### src/rtl/t01_next_piece_sequencer.sv
// t01_next_piece_sequencer: 7-bag LFSR randomizer feeding a current/next piece queue
// with a frame-synced 4x4 preview grid of the queued piece.
module t01_next_piece_sequencer #(
   parameter logic [15:0] SEED      = 16'hACE1,
   parameter int          MAX_TRIES = 8
) (
   input  logic        clk,
   input  logic        rst,
   input  logic        seed_load,
   input  logic [15:0] seed_in,
   input  logic        piece_req,
   input  logic        frame_start,
   output logic        piece_valid,
   output logic [2:0]  piece_id,
   output logic [2:0]  next_id,
   output logic [47:0] next_block_data
);
   localparam int TW = $clog2(MAX_TRIES + 1);
   typedef enum logic [1:0] {FILL0, FILL1, READY, REFILL} state_t;
   state_t        state, state_nx;
   logic [15:0]   lfsr, lfsr_step;
   logic [6:0]    mask, mask_set;
   logic [7:0]    used;
   logic [TW-1:0] tries;
   logic [2:0]    cand, fallback, pick;
   logic          draw, pick_done, take, preview_dirty;

   // Cell masks index cells as r*4+c; every lit cell carries colour id+1.
   function automatic logic [47:0] shape(input logic [2:0] id);
      logic [15:0] m;
      logic [47:0] g;
      m = (id == 3'd0) ? 16'h00F0 :
          (id == 3'd1) ? 16'h0660 :
          (id == 3'd2) ? 16'h0270 :
          (id == 3'd3) ? 16'h0360 :
          (id == 3'd4) ? 16'h0630 :
          (id == 3'd5) ? 16'h0470 :
          (id == 3'd6) ? 16'h0170 : 16'h0000;
      g = '0;
      for (int k = 0; k < 16; k++)
         if (m[k]) g[k*3+:3] = id + 3'd1;
      return g;
   endfunction

   // Index 7 is marked permanently used so an out-of-range candidate is rejected.
   always_comb begin
      cand      = lfsr[2:0];
      lfsr_step = {1'b0, lfsr[15:1]} ^ (lfsr[0] ? 16'hB400 : 16'h0000);
      used      = {1'b1, mask};
      fallback  = 3'd0;
      for (int i = 6; i >= 0; i--)
         if (!mask[i]) fallback = 3'(i);
      draw      = state != READY;
      pick_done = draw && (!used[cand] || tries == TW'(MAX_TRIES));
      pick      = !used[cand] ? cand : fallback;
      mask_set  = mask | (7'd1 << pick);
      take      = state == READY && piece_req;
      state_nx  = pick_done ? (state == FILL0 ? FILL1 : READY) :
                  take      ? REFILL : state;
   end

   always_ff @(posedge clk or posedge rst) begin
      if (rst) state <= FILL0;
      else     state <= state_nx;
   end

   always_ff @(posedge clk or posedge rst) begin
      if (rst) begin
         lfsr            <= SEED;
         mask            <= '0;
         tries           <= '0;
         piece_valid     <= 1'b0;
         piece_id        <= 3'd0;
         next_id         <= 3'd0;
         next_block_data <= '0;
         preview_dirty   <= 1'b0;
      end else begin
         if (seed_load)  lfsr <= (seed_in == '0) ? SEED : seed_in;
         else if (draw)  lfsr <= lfsr_step;
         if (draw)       tries <= pick_done ? '0 : tries + 1'b1;
         if (pick_done)  mask <= (mask_set == 7'h7F) ? '0 : mask_set;
         if (pick_done && state == FILL0) piece_id <= pick;
         if (take)       piece_id <= next_id;
         if (pick_done && state != FILL0) next_id <= pick;
         piece_valid <= state_nx == READY;
         if (state == READY && frame_start && preview_dirty) next_block_data <= shape(next_id);
         preview_dirty <= (pick_done && state != FILL0) ? 1'b1 :
                          (state == READY && frame_start) ? 1'b0 : preview_dirty;
      end
   end
endmodule

### config.mk
export PLATFORM = sky130hd
export DESIGN_NAME = t01_next_piece_sequencer
export DESIGN_NICKNAME = d
export VERILOG_FILES = /design/src/rtl/t01_next_piece_sequencer.sv
export SDC_FILE = /design/constraint.sdc
export NUM_CORES = 1
export LEC_CHECK = 0
export CAP_MARGIN = 20
export CORE_ASPECT_RATIO = 2
export CORE_MARGIN = 2
export CORE_UTILIZATION = 45
export DETAILED_ROUTE_END_ITERATION = 6
export PLACE_DENSITY_LB_ADDON = 0.2
export SYNTH_ARGS = -nofsm -noshare
export SYNTH_HDL_FRONTEND = slang
export SYNTH_SLANG_ARGS = --single-unit
export TNS_END_PERCENT = 30
### constraint.sdc
create_clock -name clk -period 4.55 [get_ports clk]
set_clock_uncertainty 0.1 [all_clocks]
set_input_delay 1.1375 -clock clk [delete_from_list [all_inputs] [get_ports clk]]
set_output_delay 1.1375 -clock clk [all_outputs]
set_load 0.05 [all_outputs]
==> summary.md <==
| Metric | Value |
|---|---|
| Die span in y | `124.5 um` |
| Seq cells post-synth | `58` |
| # placed instances | `492` |
| First-pass GRT wire length | `12.41 mm` |
| DR WL/cell | `14.04 um` |
| Setup WS post-layout | `1.467 ns` |
| Post-synth EDFFs | `0` |
| Fraction of layout cells with a size suffix above 1 | `0.09856` |
| Max_cap viols | `0` |
| Vias per cell | `5.209` |
| Crit path max fanout | `13` |
| CP max stage delay | `0.90 ns` |
| Clk sinks | `58` |
| Area after DPL | `0.003735 mm^2` |
| Fin nets | `440` |
| Max Fclk | `324.4 MHz` |
| Final worst path period need | `3.083 ns` |
| Fillers | `672` |
| Final Setup Violations | `0` |
| Skew-Pair Late Insertion Delay | `0.33 ns` |
| Routed Antenna Nets | `0` |
| CP Capture Type | `primary output` |
| Top cell type's share of synthesized area | `0.3828` |
| GPL Wtd Cong | `0.8860` |
| Reg clk slew, reported paths | `0.06 ns` |
| P&R area growth vs syn | `24.35%` |
| Boundary pin count | `76` |
| RSZ-0062 raised after global routing | `false` |
| Core footprint | `0.007157 mm^2` |
| Pre-antenna DRT Iters | `4` |
| Pin count of the biggest net entering global routing | `46` |
| Synth unique cells | `49` |
| Mapped cell area | `0.003268 mm^2` |
| Die W | `64.26 um` |
| Static leakage | `1.820 nW` |
| Clock power share | `0.220` |
| CTS tree | `yes` |
| Hold_sp | `next_block_data[25]` |
| Reg2reg path depth | `7` |
| PortBufs | `48` |
| Comb pwr share | `0.498` |
| CP cell instances | `clkdlybuf4s50_1` |
| CTS Buffer Depth | `2` |
| Setup TNS | `0 ns` |
| Max-slew headroom | `0.3848` |
| Status | `completed` |
| Net Sw Power | `0.001509 W` |
| Least-Margin Pin Slew | `0.9228 ns` |
| Worst setup path start | `next_id[0]` |
| Initial antenna violation count | `0` |
| Worst reg2reg path endpoint | `mask[2]` |
| Diodes inserted | `0` |
| WHS Path Cells | `2` |
| Cell Pwr Density | `815.6 mW/mm^2` |
| R2R Path Start | `lfsr[0]` |
| CTS Hold Buffers Added | `0` |
| Residual DRC count | `0` |
| Initial core utilization | `0.4566` |
| Syn_area_per_cell | `9.003 um^2` |
| Finished Core Util | `0.5678` |
| Remaining Overflow, GRT | `0` |
| Pre-CTS setup slack | `1.493 ns` |
| Total track usage | `0.1949` |
| CP Data Arrival Time | `1.85 ns` |
| Worst EP required | `3.31 ns` |
| Cell family with the largest share of critical-path delay | `buffers and inverters` |
| Synthesized netlist cell count | `363` |
| Internal Power | `0.001805 W` |
| H-tree lvl count | `3` |
| Largest cells by area after synthesis | `dfrtp_1 (38%), nand2_1 (7.1%), buf_4 (6.7%)` |
| Hold endpoint | `next_block_data[25]` |
| Kind of critical path | `register to primary output` |
| Row count | `44` |
| Cell taking the most area after synthesis | `dfrtp_1` |
| Max IR drop VDD | `0.0005679 V` |
| Post-detail-place hpwl | `5.087 mm` |
| Routed wire length | `7.131 mm` |
| Clk root buf | `clkbuf_16` |
| Hold WC Path Type | `register to register` |
| DR iter-0 viols | `106` |
| Yosys warning count | `0` |
| Period Utilization, post-route | `0.6775` |
| Seq/Total Area, Yosys | `0.4472` |
| Crit path buffers/inverters | `1` |
| Seq pwr share | `0.282` |
| Slowest CP cell | `clkdlybuf4s50_1` |
| Post-CTS Repair Setup Buffers | `0` |
| Worst Setup Start Kind | `register` |
| Final hold viol count | `0` |
| Pins Over Slew Limit | `0` |
| Post-synth top flop | `dfrtp_1` |
| Sw frac | `0.4554` |
| CTS resizes | `0` |
| Critical path depth | `1` |
| Finished layout cell area | `0.004064 mm^2` |
| Worst reg-to-reg setup slack | `1.98 ns` |
| Share of flip-flops with an asynchronous set or reset | `1.000` |
| Final non-filler cell total | `508` |
| Number of global-route vias before repair | `2686` |
| CTS buffer count | `9` |
| Total number of vias | `2646` |
| Die area | `0.008002 mm^2` |
==> synthesized netlist by cell type (2+ instances only) <==
library cell / n
buf_2: 2
nor2_1: 34
nor4_1: 5
ha_1: 8
nand2_1: 62
a21o_1: 2
o22a_1: 8
a31o_2: 2
clkbuf_1: 9
a211oi_1: 2
and3_1: 2
nand4_1: 4
dfstp_2: 8
buf_4: 29
o21ai_0: 29
nor2b_1: 4
inv_1: 12
nand2b_1: 4
o211ai_1: 4
dfrtp_1: 50
nand3b_1: 3
a22o_1: 7
o31ai_1: 4
a21oi_1: 26
nand3_1: 8
mux2i_1: 10
xnor2_1: 3
==> power groups by stage <==
stage               combinational [W]  sequential, W  clock [W]
floorplan                    0.000948        0.00120          0
global placement              0.00161       0.000935          0
detailed placement            0.00165       0.000937          0
CTS                           0.00166       0.000933   0.000741
global route                  0.00181       0.000973   0.000770
finish                        0.00165       0.000934   0.000731
==> sequential cells by signal, indices dropped and copies added, names as in the netlist <==
| register | count |
|---|---|
| state | 2 |
| next_block_data | 21 |
| lfsr | 16 |
| preview_dirty | 1 |
| piece_valid | 1 |
| mask | 7 |
| piece_id | 3 |
| tries | 4 |
| next_id | 3 |
==> stage by stage <==
stage               power, W  hold WS (ns)
global route        0.003550        0.3996
finish              0.003314        0.3757
global placement    0.002547        0.3630
detailed placement  0.002586        0.3660
floorplan           0.002151        0.3513
CTS                 0.003335        0.3781
==> cells by family after synthesis <==
family,count (synthesis),share of synthesized area
AND/OR/NAND/NOR,135,0.1926
AO/OA/AOI/OAI,93,0.1880
flip-flops,58,0.4472
buffers and inverters,54,0.09839
multiplexers,11,0.03407
adder cells (fa/ha/maj),8,0.03063
XOR/XNOR,3,0.008041
other,1,0.001147
==> cells in the final DEF, fill, tap and decap left out, types with 2 or more instances in the layout <==
master           count
a211oi_1             2
a21o_1               2
a21oi_1             26
a22o_1               7
a31o_2               2
and3_1               2
buf_4                4
bufinv_16            2
clkbuf_16            9
clkdlybuf4s50_1     48
clkinv_4             2
conb_1              27
dfrtp_1             50
dfstp_2              8
ha_1                 8
inv_1               11
mux2i_1             10
nand2_1             62
nand2b_1             4
nand3_1              8
nand3b_1             3
nand4_1              4
nor2_1              34
nor2b_1              4
nor4_1               5
o211ai_1             4
o21ai_0             29
o22a_1               8
o31ai_1              4
xnor2_1              3
==> area by class of cell <==
cell class,instances,area [um^2],share of cell area
multi-input cells,277,1583,0.3895
flip-flops and latches,58,1461,0.3596
repair buffers,53,530.5,0.1305
clock buffers,10,239.0,0.05881
well taps,92,115.1,0.02833
clock inverters,6,90.09,0.02217
inverters,12,45.04,0.01108
==> worst max path at each step <==
stage                           to  slack, ns
2_1_floorplan             lfsr[12]       1.90
3_3_place_gp   next_block_data[29]       1.63
3_5_place_dp   next_block_data[20]       1.49
4_1_cts                 next_id[0]       1.45
5_1_grt                 next_id[0]       1.39
6_report                next_id[0]       1.47
==> routing by layer <==
metal,up-vias,GRT usage,routed length (um)
li1,1310,-,-
met1,1257,0.2499,3112
met2,69,0.3180,3605
met3,10,0.03071,289
met4,0,0.09011,124
met5,-,0,0
(Power assumes the default switching activity.)
